[src/rtl/gpioemu_pkg.sv]
// Shared definitions for the gpioemu register-side master: register map,
// status bit layout, state encodings and a popcount helper.
package gpioemu_pkg;

  localparam logic [15:0] ADDR_A1   = 16'h0380;
  localparam logic [15:0] ADDR_A2   = 16'h0388;
  localparam logic [15:0] ADDR_W    = 16'h0390;
  localparam logic [15:0] ADDR_L    = 16'h0398;
  localparam logic [15:0] ADDR_CTRL = 16'h03A0;

  localparam int STAT_READY_BIT = 1;
  localparam int STAT_VALID_BIT = 0;
  localparam logic [1:0]  STAT_DONE  = 2'b11;
  localparam logic [31:0] START_WORD = 32'h0000_0001;

  typedef enum logic [2:0] {
    ST_IDLE     = 3'd0,
    ST_WR_A1    = 3'd1,
    ST_WR_A2    = 3'd2,
    ST_WR_START = 3'd3,
    ST_POLL     = 3'd4,
    ST_RD_W     = 3'd5,
    ST_RD_L     = 3'd6,
    ST_RESP     = 3'd7
  } master_state_e;

  typedef enum logic [1:0] {
    PH_IDLE   = 2'd0,
    PH_SETUP  = 2'd1,
    PH_STROBE = 2'd2,
    PH_HOLD   = 2'd3
  } bus_phase_e;

  function automatic logic [5:0] popcount32(input logic [31:0] v);
    logic [5:0] c;
    c = '0;
    for (int i = 0; i < 32; i++) c = c + {5'b0, v[i]};
    return c;
  endfunction

endpackage

[src/rtl/gpioemu_bus_cycle.sv]
// One peripheral register access: SETUP (1) -> STROBE (STROBE_CYCLES) -> HOLD (1).
// A new go may be taken in HOLD so back-to-back accesses have no idle gap.
module gpioemu_bus_cycle
  import gpioemu_pkg::*;
#(
  parameter int STROBE_CYCLES = 2
) (
  input  logic        clk,
  input  logic        reset,
  input  logic        go,
  input  logic        rd,
  input  logic [15:0] addr,
  input  logic [31:0] wdata,
  output logic        done,
  output logic [31:0] rdata,
  output logic [1:0]  phase_dbg,
  output logic [15:0] saddress,
  output logic        swr,
  output logic        srd,
  output logic [31:0] sdata_out,
  input  logic [31:0] sdata_in
);

  localparam int CW = (STROBE_CYCLES > 1) ? $clog2(STROBE_CYCLES) : 1;

  bus_phase_e  phase_q;
  logic [CW-1:0] cnt_q;
  logic        rd_q;
  logic [15:0] addr_q;
  logic [31:0] wdata_q;
  logic        swr_q;
  logic        srd_q;

  always_ff @(posedge clk) begin
    if (reset) begin
      phase_q <= PH_IDLE;
      cnt_q   <= '0;
      rd_q    <= 1'b0;
      addr_q  <= '0;
      wdata_q <= '0;
      swr_q   <= 1'b0;
      srd_q   <= 1'b0;
    end else begin
      case (phase_q)
        PH_IDLE, PH_HOLD: begin
          if (go) begin
            phase_q <= PH_SETUP;
            addr_q  <= addr;
            wdata_q <= wdata;
            rd_q    <= rd;
          end else begin
            phase_q <= PH_IDLE;
          end
        end
        PH_SETUP: begin
          phase_q <= PH_STROBE;
          cnt_q   <= '0;
          swr_q   <= ~rd_q;
          srd_q   <= rd_q;
        end
        PH_STROBE: begin
          if (cnt_q == CW'(STROBE_CYCLES - 1)) begin
            phase_q <= PH_HOLD;
            swr_q   <= 1'b0;
            srd_q   <= 1'b0;
          end else begin
            cnt_q <= cnt_q + CW'(1);
          end
        end
        default: phase_q <= PH_IDLE;
      endcase
    end
  end

  // rdata is only meaningful while done is high; the caller samples it on that edge.
  assign done      = (phase_q == PH_HOLD);
  assign rdata     = sdata_in;
  assign phase_dbg = phase_q;
  assign saddress  = addr_q;
  assign swr       = swr_q;
  assign srd       = srd_q;
  assign sdata_out = wdata_q;

endmodule

[src/rtl/gpioemu_master.sv]
// Register-side master for the gpioemu multiplier: write operands, start,
// poll status, read W and L, return a response. Optional GPIOEMU_MASTER_POPCOUNT_CHECK_EN.
module gpioemu_master
  import gpioemu_pkg::*;
#(
  parameter int STROBE_CYCLES = 2,
  parameter int POLL_LIMIT    = 1024
) (
  input  logic        clk,
  input  logic        reset,
  input  logic        cmd_valid,
  output logic        cmd_ready,
  input  logic [23:0] cmd_a1,
  input  logic [23:0] cmd_a2,
  output logic        rsp_valid,
  input  logic        rsp_ready,
  output logic [31:0] rsp_w,
  output logic [23:0] rsp_l,
  output logic [1:0]  rsp_status,
  output logic        rsp_timeout,
  output logic        rsp_err,
  output logic [15:0] saddress,
  output logic        swr,
  output logic        srd,
  output logic [31:0] sdata_out,
  input  logic [31:0] sdata_in,
  output logic [2:0]  dbg_state,
  output logic [1:0]  dbg_bus_phase
);

  // Handshakes: a transfer happens on the rising edge where valid && ready;
  // the response stays valid with stable fields until that edge.
  localparam int PCW = $clog2(POLL_LIMIT + 1);

  master_state_e st_q, st_d;
  logic          cmd_ready_q;
  logic [23:0]   a2_q;
  logic [PCW-1:0] poll_cnt_q;
  logic [31:0]   rsp_w_q;
  logic [23:0]   rsp_l_q;
  logic [1:0]    rsp_status_q;
  logic          rsp_timeout_q;
  logic          rsp_valid_q;

  logic          accept;
  logic          timeout_hit;
  logic          bus_go, bus_rd, bus_done;
  logic [15:0]   bus_addr;
  logic [31:0]   bus_wdata, bus_rdata;
  logic [1:0]    status;

  assign accept = (st_q == ST_IDLE) && cmd_ready_q && cmd_valid;
  assign status = {bus_rdata[STAT_READY_BIT], bus_rdata[STAT_VALID_BIT]};

  // The next access is launched on the same edge the current one finishes.
  always_comb begin
    st_d        = st_q;
    timeout_hit = 1'b0;
    case (st_q)
      ST_IDLE:     if (accept)   st_d = ST_WR_A1;
      ST_WR_A1:    if (bus_done) st_d = ST_WR_A2;
      ST_WR_A2:    if (bus_done) st_d = ST_WR_START;
      ST_WR_START: if (bus_done) st_d = ST_POLL;
      ST_POLL: begin
        if (bus_done) begin
          if (status == STAT_DONE) begin
            st_d = ST_RD_W;
          end else if (poll_cnt_q == PCW'(POLL_LIMIT - 1)) begin
            st_d        = ST_RESP;
            timeout_hit = 1'b1;
          end
        end
      end
      ST_RD_W:     if (bus_done) st_d = ST_RD_L;
      ST_RD_L:     if (bus_done) st_d = ST_RESP;
      ST_RESP:     if (rsp_ready) st_d = ST_IDLE;
      default:     st_d = ST_IDLE;
    endcase

    bus_go = accept || (bus_done && (st_d inside {ST_WR_A2, ST_WR_START, ST_POLL,
                                                  ST_RD_W, ST_RD_L}));
    bus_rd    = 1'b0;
    bus_addr  = 16'h0000;
    bus_wdata = 32'h0;
    case (st_d)
      ST_WR_A1:    begin bus_addr = ADDR_A1;   bus_wdata = {8'h00, cmd_a1}; end
      ST_WR_A2:    begin bus_addr = ADDR_A2;   bus_wdata = {8'h00, a2_q};   end
      ST_WR_START: begin bus_addr = ADDR_CTRL; bus_wdata = START_WORD;      end
      ST_POLL:     begin bus_addr = ADDR_CTRL; bus_rd = 1'b1; end
      ST_RD_W:     begin bus_addr = ADDR_W;    bus_rd = 1'b1; end
      ST_RD_L:     begin bus_addr = ADDR_L;    bus_rd = 1'b1; end
      default:     ;
    endcase
  end

  always_ff @(posedge clk) begin
    if (reset) begin
      st_q          <= ST_IDLE;
      cmd_ready_q   <= 1'b0;
      a2_q          <= '0;
      poll_cnt_q    <= '0;
      rsp_w_q       <= '0;
      rsp_l_q       <= '0;
      rsp_status_q  <= '0;
      rsp_timeout_q <= 1'b0;
      rsp_valid_q   <= 1'b0;
    end else begin
      st_q        <= st_d;
      cmd_ready_q <= (st_d == ST_IDLE);
      if (accept) begin
        a2_q          <= cmd_a2;
        poll_cnt_q    <= '0;
        rsp_w_q       <= '0;
        rsp_l_q       <= '0;
        rsp_status_q  <= '0;
        rsp_timeout_q <= 1'b0;
      end
      if (st_q == ST_POLL && bus_done) begin
        poll_cnt_q   <= poll_cnt_q + PCW'(1);
        rsp_status_q <= status;
        if (timeout_hit) rsp_timeout_q <= 1'b1;
      end
      if (st_q == ST_RD_W && bus_done) rsp_w_q <= bus_rdata;
      if (st_q == ST_RD_L && bus_done) rsp_l_q <= bus_rdata[23:0];
      if (st_d == ST_RESP && st_q != ST_RESP) rsp_valid_q <= 1'b1;
      else if (st_q == ST_RESP && rsp_ready)  rsp_valid_q <= 1'b0;
    end
  end

`ifdef GPIOEMU_MASTER_POPCOUNT_CHECK_EN
  logic rsp_err_q;
  // W is already captured when L arrives; a timed-out transaction never reaches RD_L.
  always_ff @(posedge clk) begin
    if (reset || accept) begin
      rsp_err_q <= 1'b0;
    end else if (st_q == ST_RD_L && bus_done) begin
      rsp_err_q <= ({18'b0, popcount32(rsp_w_q)} != bus_rdata[23:0]);
    end
  end
  assign rsp_err = rsp_err_q;
`else
  assign rsp_err = 1'b0;
`endif

  gpioemu_bus_cycle #(.STROBE_CYCLES(STROBE_CYCLES)) u_bus (
    .clk       (clk),
    .reset     (reset),
    .go        (bus_go),
    .rd        (bus_rd),
    .addr      (bus_addr),
    .wdata     (bus_wdata),
    .done      (bus_done),
    .rdata     (bus_rdata),
    .phase_dbg (dbg_bus_phase),
    .saddress  (saddress),
    .swr       (swr),
    .srd       (srd),
    .sdata_out (sdata_out),
    .sdata_in  (sdata_in)
  );

  assign cmd_ready   = cmd_ready_q;
  assign rsp_valid   = rsp_valid_q;
  assign rsp_w       = rsp_w_q;
  assign rsp_l       = rsp_l_q;
  assign rsp_status  = rsp_status_q;
  assign rsp_timeout = rsp_timeout_q;
  assign dbg_state   = st_q;

endmodule

[config.mk]
export PLATFORM = sky130hd
export DESIGN_NAME = gpioemu_master
export DESIGN_NICKNAME = d
export VERILOG_FILES = /design/src/rtl/gpioemu_pkg.sv /design/src/rtl/gpioemu_bus_cycle.sv /design/src/rtl/gpioemu_master.sv
export SDC_FILE = /design/constraint.sdc
export NUM_CORES = 1
export LEC_CHECK = 0
export BUFFER_PORTS_ARGS = -buffer_cell sky130_fd_sc_hd__clkbuf_2
export CORE_ASPECT_RATIO = 0.8
export CORE_MARGIN = 1.5
export CORE_UTILIZATION = 57
export DETAILED_ROUTE_END_ITERATION = 8
export GPL_TIMING_DRIVEN = 0
export PLACE_DENSITY = 0.94
export SETUP_SLACK_MARGIN = 0.2
export SYNTH_ARGS = -nofsm -noshare
export SYNTH_HDL_FRONTEND = slang
export SYNTH_HIERARCHICAL = 1
export SYNTH_SLANG_ARGS = --single-unit
[constraint.sdc]
create_clock -name clk -period 3.5 [get_ports clk]
set_input_delay 0.35 -clock clk [delete_from_list [all_inputs] [get_ports clk]]
set_output_delay 0.35 -clock clk [all_outputs]
set_load 0.005 [all_outputs]
# Yosys cells after proc, flatten, opt, wreduce, memory -nomap -nowiden

Cells that the tools add are included.
W data, S select, Z words.

Register bits after elaboration: 153
Word-level logic and storage cells: 102

$add $sub $neg: 2
Equal/unequal tests: 21
Multiplexer cells: 39
Bitwise gates (word level): 1
Reduce and logical (&&, ||, !) cells: 23

Operators by type and width:

| kind                    | count |
|---|---|
| $pmux W24 S3            | 1 |
| $mux W32                | 2 |
| $pmux W10 S5            | 1 |
| $mux W24                | 2 |
| $mux W3                 | 10 |
| $eq A3 B3 Y1 const B    | 8 |
| $pmux W3 S8             | 1 |
| $mux W11                | 2 |
| $mux W1                 | 13 |
| $eq A3 B2 Y1 const B    | 4 |
| $add A11 B1 Y11 const B | 1 |
| $eq A11 B10 Y1 const B  | 1 |
| $reduce_bool A2 Y1      | 5 |
| $logic_and A1 B1 Y1     | 8 |
| $eq A2 B2 Y1 const B    | 3 |
| $eq A3 B1 Y1 const B    | 2 |
| $logic_not A3 Y1        | 2 |
| $mux W2                 | 3 |
| $pmux W1 S2             | 3 |
| $pmux W2 S3             | 1 |
| $reduce_bool A5 Y1      | 1 |
| $reduce_and A2 Y1       | 2 |
| $reduce_or A2 Y1        | 2 |
| $ne A3 B3 Y1 const B    | 1 |
| 7 further kinds         | 7 |

# Logic depth before layout (Yosys ltp)

Word-level depth: 11
Mapped depth: 12
Gate-level depth less buffers: 8

# By module

The synthesis kept the hierarchy.

By module, submodules not included:

| module            | instances | cells an instance | area each (um^2) | sequential area each (um^2) |
|---|---|---|---|---|
| gpioemu_master    | 1         | 524               | 4251.6           | 1981.9 |
| gpioemu_bus_cycle | 1         | 282               | 2672.6           | 1081.0 |

# Worst setup path after synthesis

OpenSTA, ideal clock, no wires.

Path kind: register to register
Start point: register u_bus.phase_q[0] (netlist: u_bus/phase_dbg[0])
End point: register u_bus.addr_q[6] (netlist: u_bus/saddress[6])
Library setup time: 0.070 ns
Data arrival time: 2.311 ns
Slack: 1.119 ns
Cell stages (with the launch flop): 12
Buffers on the path: 3
Cells stage by stage: dfxtp_1 > ha_1 > buf_2 > a21oi_1 > a31oi_1 > o2bb2ai_1 > mux2i_1 > a221o_1 > buf_6 > buf_4 > a21bo_1 > a21oi_1

Cells in the longest elaborated chain, start to end: 8
Elaborated cells on any way between the ends: 19

RTL lines:

| what                                                | line                    | source |
|---|---|---|
| start: declaration                                  | gpioemu_bus_cycle.sv:26 | `bus_phase_e phase_q;` |
| start signal: assignment                            | gpioemu_bus_cycle.sv:36 | `phase_q <= PH_IDLE;` |
| start signal: assignment                            | gpioemu_bus_cycle.sv:47 | `phase_q <= PH_SETUP;` |
| start signal: assignment                            | gpioemu_bus_cycle.sv:52 | `phase_q <= PH_IDLE;` |
| $eq A2 B2 Y1 (*)                                    | gpioemu_bus_cycle.sv:76 | `assign done = (phase_q == PH_HOLD);` |
| named net bus_done                                  | gpioemu_master.sv:47    | `logic bus_go, bus_rd, bus_done;` |
| $mux W3 (tied with other cells)                     | gpioemu_master.sv:75    | `ST_RD_L: if (bus_done) st_d = ST_RESP;` |
| $pmux W3 S8                                         | gpioemu_master.sv:59    | `case (st_q)` |
| $eq A3 B2 Y1 / $eq A3 B3 Y1 (equally long branches) | gpioemu_master.sv:80    | `bus_go = accept \|\| (bus_done && (st_d inside {ST_WR_A2, ST_WR_START, ST_POLL,` |
| $reduce_bool A5 Y1                                  | gpioemu_master.sv:80    |  |
| $logic_and A1 B1 Y1 (*)                             | gpioemu_master.sv:80    |  |
| $logic_or A1 B1 Y1 (*)                              | gpioemu_master.sv:80    |  |
| named net bus_go                                    | gpioemu_master.sv:47    |  |
| $reduce_and A2 Y1 (no line) (*)                     | -                       |  |
| end signal: assignment                              | gpioemu_bus_cycle.sv:48 | `addr_q <= addr;` |
| end: declaration                                    | gpioemu_bus_cycle.sv:29 | `logic [15:0] addr_q;` |

The timed path passes the listed nets; every way through them passes the cells marked *.
A chain may end at the register's enable or synchronous reset.

# Worst setup path in the final report

Start point: register u_bus.phase_q[0] (netlist: u_bus/phase_dbg[0])
End point: register u_bus.addr_q[0] (netlist: u_bus/saddress[0])

Same word-level chain as after synthesis.

==> flow_metrics.tcl <==
set metrics [dict create \
    power_switching_uw 1403 \
    grt_first_pass_wirelength_um 32230 \
    yosys_warnings 6 \
    power_frac_clock_pct 39.4 \
    dpl.hpwl_um 13970 \
    numCtsBuffers 17 \
    cpPeakStageDelay_ns 0.49 \
    core_mm2 0.01169 \
    grt_setup_unrepaired "false" \
    fp.dieW_um 126.2 \
    skew_ns 0.007931 \
    post_cts_buffers 0 \
    worstSkewPairLatency_ns 0.41 \
    overflow 0 \
    portBuffers 167 \
    max-vdd-ir-drop_mv 0.5153 \
    drt_pass1_iterations 7 \
    cts_sinks 153 \
    fin_util_pct 73.62 \
    crit_required_ns 3.82 \
    place_congestion 0.9383 \
    synth_edf_count 0 \
    cts_buffer_depth 2 \
    track_usage_pct 31.56 \
    seqPwrFrac_pct 39.4 \
    final_area_mm2 0.008608 \
    power.density_mw_per_mm2 547.0 \
    antenna_found_initial 0 \
    finalCritPeriodShare_pct 79.90 \
    grt_max_degree 17 \
    drc 0 \
    power_uw 4709 \
    cp.arrival_ns 3.12 \
    async_reset_ff_share_pct 0 \
    cp-start-kind "flop" \
    n_antenna_cell 0 \
    layout-drive-gt1-share_pct 29.75 \
    drv_slew 0 \
    avgViaCountPerCell 5.877 \
    htreeDepth 4 \
    area_growth_pct 24.32 \
    cts_hold_buf 0 \
    vias 6876 \
    fp-row-count 35 \
    dieArea_mm2 0.01282 \
    intPower_uw 3306 \
    worst_setup_path_end_kind "flop" \
    crit_slowest_cell "o2bb2ai_1" \
    cts_root_buffer "clkbuf_16" \
    ios 201 \
    yosys.area.top_type "dfxtp_1" \
    critPathKind "reg2reg" \
    cts_resized 0 \
    path_clk_slew_ns 0.06 \
    cts_tree "done" \
    status "finished clean" \
    netlist.area_leader.share_pct 44.24 \
    combPwrFrac_pct 21.2 \
    rrSetupSlack_ns 0.70 \
    synth_area_leaders "dfxtp_1 (44%), a21oi_1 (11%), nand3_1 (8.2%)" \
    final.setup.tns_ns 0 \
    final_nets 1098 \
    start_util_pct 59.22 \
    synth_seq_cells 153 \
    cap_violations 0 \
    ys_seq_area_share_pct 44.24 \
    finalSetupViolations 0 \
    synth_top_flop_cell "dfxtp_1" \
    grt_pass1_vias 6642 \
    fin_cells 1170 \
    syn_inst 806 \
    critPathMaxFanout 10 \
    drtIter0Drc 510 \
    place_area_mm2 0.008013 \
    crit_chain "ha_1 > buf_2 > a21oi_1 > a31oi_1 > o2bb2ai_1 > mux2i_1 > a221o_1 > buf_6 > buf_6 > a21bo_2 > a21oi_1" \
    multi_input_area_mm2 0.003247 \
    placed_cells 1139 \
    hold_class "in2reg" \
    ant_nets 0 \
    swShare_pct 29.80 \
    min_period_ns 2.797 \
    ys_types 60 \
    avgRoutedWirePerCell_um 17.27 \
    timing.fmax_ghz 0.3576 \
    wirelength_um 20210 \
    die_y_um 101.6 \
    p_leak_uw 0.003547 \
    hold_viol 0 \
    syn_avg_cell_area_um2 8.591 \
    syn_area_mm2 0.006924 \
    fillers 824 \
    tightest_slew_ns 0.6098 \
    max_slew_margin_pct 59.35 \
    regArea_mm2 0.003063 \
]
-- per-layer routing --
metal	up-vias	track usage [%]	wire length (um)	share of wire [%]
met5	-	0	0	0
met4	0	16.36	791	3.9
met3	71	6.445	1538	7.6
met2	367	51.86	9512	47
met1	3234	39.90	8364	41
li1	3204	-	-	-
-- power by group through the flow --
stage,Clock (uW),Sequential [uW],Combinational (uW)
final,1850,1850,1000
after global routing,1950,1860,1070
after CTS,1870,1850,973
after detailed placement,0,1890,949
after global placement,0,1890,929
after floorplan,0,1880,666
-- cell usage in the layout (no fill, tap or decap), drive strengths merged, types with 5 or more instances in the layout --
master | netlist | layout
nand4 | 5 | 5
o21ai | 5 | 5
a22o | 23 | 23
conb | 1 | 19
buf | 77 | 77
dfxtp | 153 | 153
clkinv | 0 | 5
nor2 | 13 | 13
nand3 | 113 | 113
a21oi | 148 | 148
a21bo | 49 | 49
nand2 | 111 | 111
clkbuf | 30 | 217
nor3 | 14 | 14
-- registers in the layout, summed over array words and instances (netlist names) --
name / flops
rsp_w: 32
rsp_timeout: 1
a2_q: 24
rsp_l: 24
u_bus/cnt_q: 1
rsp_valid: 1
u_bus/sdata_out: 32
poll_cnt_q: 11
u_bus/swr: 1
u_bus/phase_dbg: 2
dbg_state: 3
u_bus/saddress: 16
u_bus/rd_q: 1
rsp_status: 2
cmd_ready: 1
u_bus/srd: 1
-- path summary, 6_finish.rpt --
kind / from / end / cells after the start
worst max-delay path: u_bus/phase_dbg[0] / u_bus/saddress[0] / 11
worst min-delay path: cmd_a2[15] / a2_q[15] / 3
worst max register to register: u_bus/phase_dbg[0] / u_bus/saddress[0] / 11
worst min register to register: a2_q[16] / a2_q[16] / 2
-- cells in the mapped netlist, types with 3 or more instances --
| cell type | n |
|---|---|
| clkbuf_1 | 30 |
| nand2b_1 | 4 |
| buf_4 | 41 |
| xnor2_1 | 3 |
| buf_2 | 17 |
| nor2_1 | 13 |
| nand4_1 | 3 |
| inv_1 | 4 |
| ha_1 | 4 |
| nand2_1 | 111 |
| o21ai_0 | 4 |
| a21bo_1 | 30 |
| buf_1 | 7 |
| and3_1 | 3 |
| dfxtp_1 | 153 |
| a21oi_1 | 146 |
| nor3_1 | 13 |
| a31oi_1 | 3 |
| buf_6 | 12 |
| nand3_1 | 113 |
| nor3b_1 | 4 |
| a21bo_2 | 19 |
| a22o_1 | 21 |
-- through the flow --
step	hold slack (ns)	setup slack (ns)
floorplan	0.4359	1.119
global placement	0.4414	0.8812
detailed placement	0.4480	0.8124
CTS	0.1503	0.7590
global route	0.1473	0.5435
finish	0.1580	0.7033
-- worst max-delay path, delay by kind of cell (launching register included) --
kind / cells / cell delay (ns)
compound gates: 6 / 1.45
flops: 1 / 0.37
mux: 1 / 0.14
buf+inv: 3 / 0.49
fa+ha+maj: 1 / 0.25
-- logic make-up after synthesis --
kind of cell	Yosys count	share of synthesized area (%)
AND/OR/NAND/NOR	285	20.29
AO/OA/AOI/OAI	243	23.60
flip-flops	153	44.24
buffers and inverters	111	9.848
XOR/XNOR	5	0.6326
adder cells (fa/ha/maj)	4	0.7228
multiplexers	4	0.6144
other	1	0.05416
-- cell type report --
cell class                      count  area share [%]
Tap cell                          148           2.151
Sequential cell                   153           35.58
Clock inverter                     11           1.730
Multi-Input combinational cell    560           37.72
Timing Repair Buffer              167           9.709
Clock buffer                       20           5.189
Buffer                            107           7.747
Inverter                            4          0.1744
Power figures use the tool's default switching activity.
